## src/rtl/frame_config_mem_buffered_if.sv

```systemverilog
// Bus bundle for frame_config_mem_buffered.
// The master drives frame writes, commit, readback requests and error clear.
// The slave (the memory) returns readback data, status flags and the active config vector.
//   frame_data/frame_strobe : frame word and its one-hot write select
//   commit                  : copy all shadow frames into the active frames
//   read_req/read_shadow/read_sel : readback request, bank select, frame index
//   err_clear               : clears the sticky strobe error
//   read_data/read_valid    : readback word and its one-cycle valid pulse
//   pending/strobe_err      : uncommitted writes exist / multi-hot strobe seen
//   config_bits             : active configuration export
interface frame_config_mem_buffered_if #(
    parameter int unsigned MaxFramesPerCol = 20,
    parameter int unsigned FrameBitsPerRow = 32,
    parameter int unsigned NoConfigBits    = 640,
    parameter int unsigned FrameSelW       = 5
);
    logic [FrameBitsPerRow-1:0] frame_data;
    logic [MaxFramesPerCol-1:0] frame_strobe;
    logic                       commit;
    logic                       read_req;
    logic                       read_shadow;
    logic [FrameSelW-1:0]       read_sel;
    logic                       err_clear;
    logic [FrameBitsPerRow-1:0] read_data;
    logic                       read_valid;
    logic                       pending;
    logic                       strobe_err;
    logic [NoConfigBits-1:0]    config_bits;

    modport master (
        output frame_data, frame_strobe, commit, read_req, read_shadow, read_sel, err_clear,
        input  read_data, read_valid, pending, strobe_err, config_bits
    );

    modport slave (
        input  frame_data, frame_strobe, commit, read_req, read_shadow, read_sel, err_clear,
        output read_data, read_valid, pending, strobe_err, config_bits
    );
endinterface

```

## src/rtl/frame_config_mem_buffered.sv

```systemverilog
// Double-buffered configuration memory for one fabric tile.
// Frames are written into shadow registers via a one-hot strobe; a commit copies every
// shadow frame into the active registers that drive config_bits. Provides a one-cycle
// latency readback of either bank and a sticky multi-hot strobe error flag.
// Ports:
//   clk : config clock, all state updates on the rising edge
//   rst : asynchronous active-high reset, clears all frames and flags
//   bus : slave side of frame_config_mem_buffered_if (see interface file for signals)
module frame_config_mem_buffered #(
    parameter int unsigned MaxFramesPerCol = 20,
    parameter int unsigned FrameBitsPerRow = 32,
    parameter int unsigned NoConfigBits    = 640,
    parameter int unsigned FrameSelW       = 5
) (
    input  logic                          clk,
    input  logic                          rst,
    frame_config_mem_buffered_if.slave    bus
);
    localparam int unsigned TotalBits = MaxFramesPerCol * FrameBitsPerRow;

    logic [FrameBitsPerRow-1:0] shadow_q [MaxFramesPerCol];
    logic [FrameBitsPerRow-1:0] shadow_d [MaxFramesPerCol];
    logic [FrameBitsPerRow-1:0] active_q [MaxFramesPerCol];
    logic [FrameBitsPerRow-1:0] active_d [MaxFramesPerCol];
    logic [MaxFramesPerCol-1:0] dirty_q, dirty_d;
    logic [FrameBitsPerRow-1:0] read_data_q, read_data_d;
    logic                       read_valid_q, read_valid_d;
    logic                       strobe_err_q, strobe_err_d;

    logic                       strobe_any;
    logic                       strobe_multi;
    logic [TotalBits-1:0]       active_flat;

    // Clearing the lowest set bit leaves something only when more than one bit is set.
    assign strobe_any   = |bus.frame_strobe;
    assign strobe_multi = |(bus.frame_strobe & (bus.frame_strobe - MaxFramesPerCol'(1)));

    always_comb begin
        shadow_d = shadow_q;
        dirty_d  = bus.commit ? '0 : dirty_q;
        // Commit captures pre-edge shadow values, so a same-edge write lands only in shadow.
        active_d = bus.commit ? shadow_q : active_q;
        if (strobe_any && !strobe_multi) begin
            for (int unsigned f = 0; f < MaxFramesPerCol; f++) begin
                if (bus.frame_strobe[f]) begin
                    shadow_d[f] = bus.frame_data;
                    dirty_d[f]  = 1'b1;
                end
            end
        end
    end

    assign strobe_err_d = strobe_multi | (strobe_err_q & ~bus.err_clear);

    // Readback of pre-edge state; an out-of-range index matches no frame and returns zero.
    always_comb begin
        read_data_d  = read_data_q;
        read_valid_d = bus.read_req;
        if (bus.read_req) begin
            read_data_d = '0;
            for (int unsigned f = 0; f < MaxFramesPerCol; f++) begin
                if (32'(bus.read_sel) == f) begin
                    read_data_d = bus.read_shadow ? shadow_q[f] : active_q[f];
                end
            end
        end
    end

    always_ff @(posedge clk or posedge rst) begin
        if (rst) begin
            shadow_q     <= '{default: '0};
            active_q     <= '{default: '0};
            dirty_q      <= '0;
            read_data_q  <= '0;
            read_valid_q <= 1'b0;
            strobe_err_q <= 1'b0;
        end else begin
            shadow_q     <= shadow_d;
            active_q     <= active_d;
            dirty_q      <= dirty_d;
            read_data_q  <= read_data_d;
            read_valid_q <= read_valid_d;
            strobe_err_q <= strobe_err_d;
        end
    end

    always_comb begin
        active_flat = '0;
        for (int unsigned f = 0; f < MaxFramesPerCol; f++) begin
            active_flat[f*FrameBitsPerRow +: FrameBitsPerRow] = active_q[f];
        end
    end

    assign bus.config_bits = active_flat[NoConfigBits-1:0];
    assign bus.pending     = |dirty_q;
    assign bus.strobe_err  = strobe_err_q;
    assign bus.read_data   = read_data_q;
    assign bus.read_valid  = read_valid_q;
endmodule
```

## src/flat_wrapper.sv

```systemverilog
// flat-port wrapper written by rule: the top's interface ports become plain ports
module frame_config_mem_buffered_flat 
#(
    parameter int unsigned MaxFramesPerCol = 20,
    parameter int unsigned FrameBitsPerRow = 32,
    parameter int unsigned NoConfigBits    = 640,
    parameter int unsigned FrameSelW       = 5
)
  (clk, rst, bus_frame_data, bus_frame_strobe, bus_commit, bus_read_req, bus_read_shadow, bus_read_sel, bus_err_clear, bus_read_data, bus_read_valid, bus_pending, bus_strobe_err, bus_config_bits);
  frame_config_mem_buffered_if #(.MaxFramesPerCol(MaxFramesPerCol), .FrameBitsPerRow(FrameBitsPerRow), .NoConfigBits(NoConfigBits), .FrameSelW(FrameSelW)) bus_i ();
  input  logic clk;
  input  logic rst;
  input wire logic [$bits(bus_i.frame_data)-1:0] bus_frame_data;
  input wire logic [$bits(bus_i.frame_strobe)-1:0] bus_frame_strobe;
  input wire logic [$bits(bus_i.commit)-1:0] bus_commit;
  input wire logic [$bits(bus_i.read_req)-1:0] bus_read_req;
  input wire logic [$bits(bus_i.read_shadow)-1:0] bus_read_shadow;
  input wire logic [$bits(bus_i.read_sel)-1:0] bus_read_sel;
  input wire logic [$bits(bus_i.err_clear)-1:0] bus_err_clear;
  output wire logic [$bits(bus_i.read_data)-1:0] bus_read_data;
  output wire logic [$bits(bus_i.read_valid)-1:0] bus_read_valid;
  output wire logic [$bits(bus_i.pending)-1:0] bus_pending;
  output wire logic [$bits(bus_i.strobe_err)-1:0] bus_strobe_err;
  output wire logic [$bits(bus_i.config_bits)-1:0] bus_config_bits;
  assign bus_i.frame_data = bus_frame_data;
  assign bus_i.frame_strobe = bus_frame_strobe;
  assign bus_i.commit = bus_commit;
  assign bus_i.read_req = bus_read_req;
  assign bus_i.read_shadow = bus_read_shadow;
  assign bus_i.read_sel = bus_read_sel;
  assign bus_i.err_clear = bus_err_clear;
  assign bus_read_data = bus_i.read_data;
  assign bus_read_valid = bus_i.read_valid;
  assign bus_pending = bus_i.pending;
  assign bus_strobe_err = bus_i.strobe_err;
  assign bus_config_bits = bus_i.config_bits;
  frame_config_mem_buffered #(.MaxFramesPerCol(MaxFramesPerCol), .FrameBitsPerRow(FrameBitsPerRow), .NoConfigBits(NoConfigBits), .FrameSelW(FrameSelW)) u_core (.clk(clk), .rst(rst), .bus(bus_i));
endmodule
```

## config.mk

```make
export PLATFORM = sky130hd
export DESIGN_NAME = frame_config_mem_buffered_flat
export DESIGN_NICKNAME = d
export VERILOG_FILES = /design/src/rtl/frame_config_mem_buffered_if.sv /design/src/rtl/frame_config_mem_buffered.sv /design/src/flat_wrapper.sv
export SDC_FILE = /design/constraint.sdc
export NUM_CORES = 2
export LEC_CHECK = 0
export CORE_UTILIZATION = 45
export CTS_CLUSTER_DIAMETER = 150
export CTS_CLUSTER_SIZE = 12
export DETAILED_ROUTE_END_ITERATION = 16
export PLACE_DENSITY = 0.67
export SYNTH_ARGS = -nofsm -noshare
export SYNTH_HDL_FRONTEND = slang
export SYNTH_SLANG_ARGS = --single-unit
export TNS_END_PERCENT = 20
```

## constraint.sdc

```tcl
create_clock -name clk -period 134.5 [get_ports clk]
set_input_delay 26.9 -clock clk [delete_from_list [all_inputs] [get_ports clk]]
set_output_delay 26.9 -clock clk [all_outputs]
set_load 0.02 [all_outputs]
```

==> impl_metrics.py <==
metrics = {
    "cells_and_area": {
        "fillers": 11862,
        "area_growth_pct": 19.04,
        "final_area_um2": 75690,
        "layout_commonest_cell": "dfrtp_1",
        "finalNetCount": 5371,
        "final_cell_mix": "dfrtp_1, mux2_2, clkdlybuf4s50_1",
        "utilization_pct": 54.11,
        "layout-drive-gt1-share_pct": 30.52,
    },
    "power_and_ir_drop": {
        "p_leak_nw": 36.38,
        "worst_ir_drop_vdd_mv": 0.01122,
        "power.density_nw_per_um2": 10.24,
    },
    "die": {
        "dieWidth_um": 377.9,
        "dieArea_um2": 142800,
        "rows": 137,
        "initial_core_util_pct": 45.46,
        "core_area_um2": 139900,
        "die_h_um": 377.9,
        "boundaryPins": 738,
    },
    "synthesis": {
        "synthesis.nets": 4817,
        "async_reset_ff_share_pct": 100.0,
        "syn_avg_cell_area_um2": 13.37,
        "synth_warnings": 0,
        "ys_ff_latch": 1334,
        "synthTopCellsByArea": "dfrtp_1, mux2_2, mux2i_1",
        "netlist_area_um2": 63580,
        "ys_types": 58,
        "synth_top_area_share_pct": 52.50,
        "synthFlopType": "dfrtp_1",
        "synth_edf_count": 0,
        "syn_inst": 4754,
        "yosysTopAreaCell": "dfrtp_1",
        "ys_seq_area_share_pct": 52.50,
    },
    "sta": {
        "rsz0062_at_grt": "false",
        "setup_slack_ps": 102900,
        "slew_headroom_pct": 12.93,
        "hold_slack_ps": 501.8,
        "fmax_mhz": 31.64,
        "period_share_pct": 23.50,
        "fin_setup_tns_ps": 0,
        "skew_ps": 43.62,
        "hold_viol_final": 0,
        "setup_viol": 0,
        "drv_slew": 0,
        "period_needed_ps": 31600,
        "worst_pin_slew_ps": 1302,
    },
    "min_path": {
        "worstHoldStart": "u_core.bus.read_data[21]",
        "hold_depth": 2,
        "holdPathEnd": "u_core.bus.read_data[21]",
        "worstHoldPathType": "register to register",
    },
    "global_route": {
        "antenna_found_initial": 7,
        "grt_pass1_wl_um": 326100,
        "grt_start_max_net_pins": 176,
        "grt_pass1_vias": 43441,
        "gr-total-overflow": 0,
        "grtUsageTotal_pct": 31.55,
    },
    "critical_path": {
        "timing.rr.start": "u_core.bus.config_bits[18]",
        "max_stage_delay_ps": 780,
        "cp.required_ps": 135150,
        "critical_path_class": "input pin to register",
        "crit_arrival_ps": 32250,
        "worstRegToRegCells": 7,
        "path_max_fanout": 75,
        "path_common_cell": "buf_4",
        "end_kind": "register",
        "r2r-end": "u_core.bus.read_data[18]",
        "path_cells": "buf_8, buf_4, buf_4, buf_4, buf_4, nor2b_1, a211oi_1, o22ai_1, o21ai_0, o211ai_1, a2111oi_0, nor3_1",
        "critPathLaunch": "bus_read_shadow",
        "startpoint_type": "input pin",
        "reg2reg_slack_ps": 132210,
        "critPathSlowestCell": "buf_4",
    },
    "routing": {
        "drc": 0,
        "vias_per_cell": 6.110,
        "drt_iter0_drc": 4095,
        "final_antenna_net_count": 0,
        "wl_um": 228400,
        "routed-via-count": 43984,
        "drtPass1Iterations": 6,
        "wl_per_cell_um": 31.72,
    },
    "place": {
        "placed_area_um2": 72450,
        "portBuffers": 737,
        "post-dp-hpwl_um": 154600,
        "place.gp.congestion": 0.9185,
        "place_ws_ps": 102250,
    },
    "cts": {
        "worstSkewPairLatency_ps": 780,
        "cts_max_level": 3,
        "post-cts-setup-buffers": 0,
        "hold_buffers": 0,
        "path_clk_slew_ps": 70,
        "clk_path_buf_depth": 3,
        "cts.sink_count": 1334,
        "cts-root-buf": "clkbuf_16",
        "ctsResizeCount": 0,
        "cts_tree": "built",
        "cts_made_buffers": 121,
    },
    "run_status": {
        "status": "finished, final reports clean",
    },
    "flow_run": {
        "maxCapViolCount": 0,
    },
}
routing by layer:
layer	global-route usage, %	part of all wire (%)	up-vias
li1	-	-	18531
met1	46.37	45	23351
met2	45.01	43	1781
met3	8.384	8.9	317
met4	10.10	3.3	4
met5	0	0.014	-
registers in the layout (all words and copies together) (netlist names):
signal,count
u_core.bus.read_valid,1
u_core.bus.strobe_err,1
u_core.dirty_q,20
u_core.shadow_q,640
u_core.bus.read_data,32
u_core.bus.config_bits,640
metrics by stage:
step	total power, mW	cells
after global placement	0.4667	7061
final	0.7749	7199
after global routing	0.7976	7190
after floorplan	0.4438	4754
after CTS	0.7798	7190
after detailed placement	0.4667	7061
area by class of cell:
type | count | area [um2] | area share (%)
antenna | 9 | 22.52 | 0.02976
multi-input combinational | 2990 | 28440 | 37.57
clock inverter | 8 | 187.7 | 0.2480
clock buffer | 121 | 3028 | 4.001
tap | 1876 | 2347 | 3.101
inverter | 26 | 105.1 | 0.1389
sequential | 1334 | 33380 | 44.10
timing repair buffer | 835 | 8177 | 10.80
worst max-delay path: cells and delay by family:
| kind | cells | cell delay (ps) |
|---|---|---|
| AO/OA/AOI/OAI | 5 | 1560 |
| AND/OR/NAND/NOR | 2 | 210 |
| buffers and inverters | 5 | 3400 |
power by group:
part	switching (mW)	internal [mW]	total, mW
Clock	0.156	0.159	0.315
Combinational	0.0397	0.0159	0.0556
Sequential	0.00174	0.402	0.404
Total	0.197	0.578	0.775
how the worst max path moves through the flow:
| stage | end | slack, ps | cells after the start |
|---|---|---|---|
| floorplan | u_core.bus.config_bits[0] | 69990 | 1 |
| global placement | u_core.bus.read_data[18] | 102280 | 12 |
| detailed placement | u_core.bus.read_data[18] | 102250 | 12 |
| CTS | u_core.bus.read_data[18] | 103080 | 12 |
| global route | u_core.bus.read_data[18] | 102720 | 11 |
| finish | u_core.bus.read_data[18] | 102900 | 12 |
cell usage after synthesis (all sizes together), types with 3 or more instances:
master	instances
nand2	74
o41ai	5
nor2	86
inv	26
nor3	41
o21ai	284
o21a	5
and2	6
a211oi	54
mux4	33
and3	4
a221oi	11
nor4	6
clkbuf	288
mux2	1302
a22oi	31
a31o	5
dfrtp	1334
o2111ai	7
nand2b	6
a211o	26
a41oi	21
a22o	5
o31a	3
nand3	67
o211ai	5
mux2i	516
o32ai	21
a2111oi	5
o22ai	77
buf	116
a31oi	11
nor2b	46
o221ai	6
a21oi	178
nand4	24
cell families after synthesis:
logic type | count (synthesis) | synth area share [%]
adders and majority gates | 1 | 0.01574
and+or+nand+nor | 372 | 3.101
DFF | 1334 | 52.50
AOI/OAI and AO/OA | 766 | 7.312
buffers and inverters | 430 | 3.007
muxes | 1851 | 34.06
No activity file was read; power rests on OpenSTA's default activity.
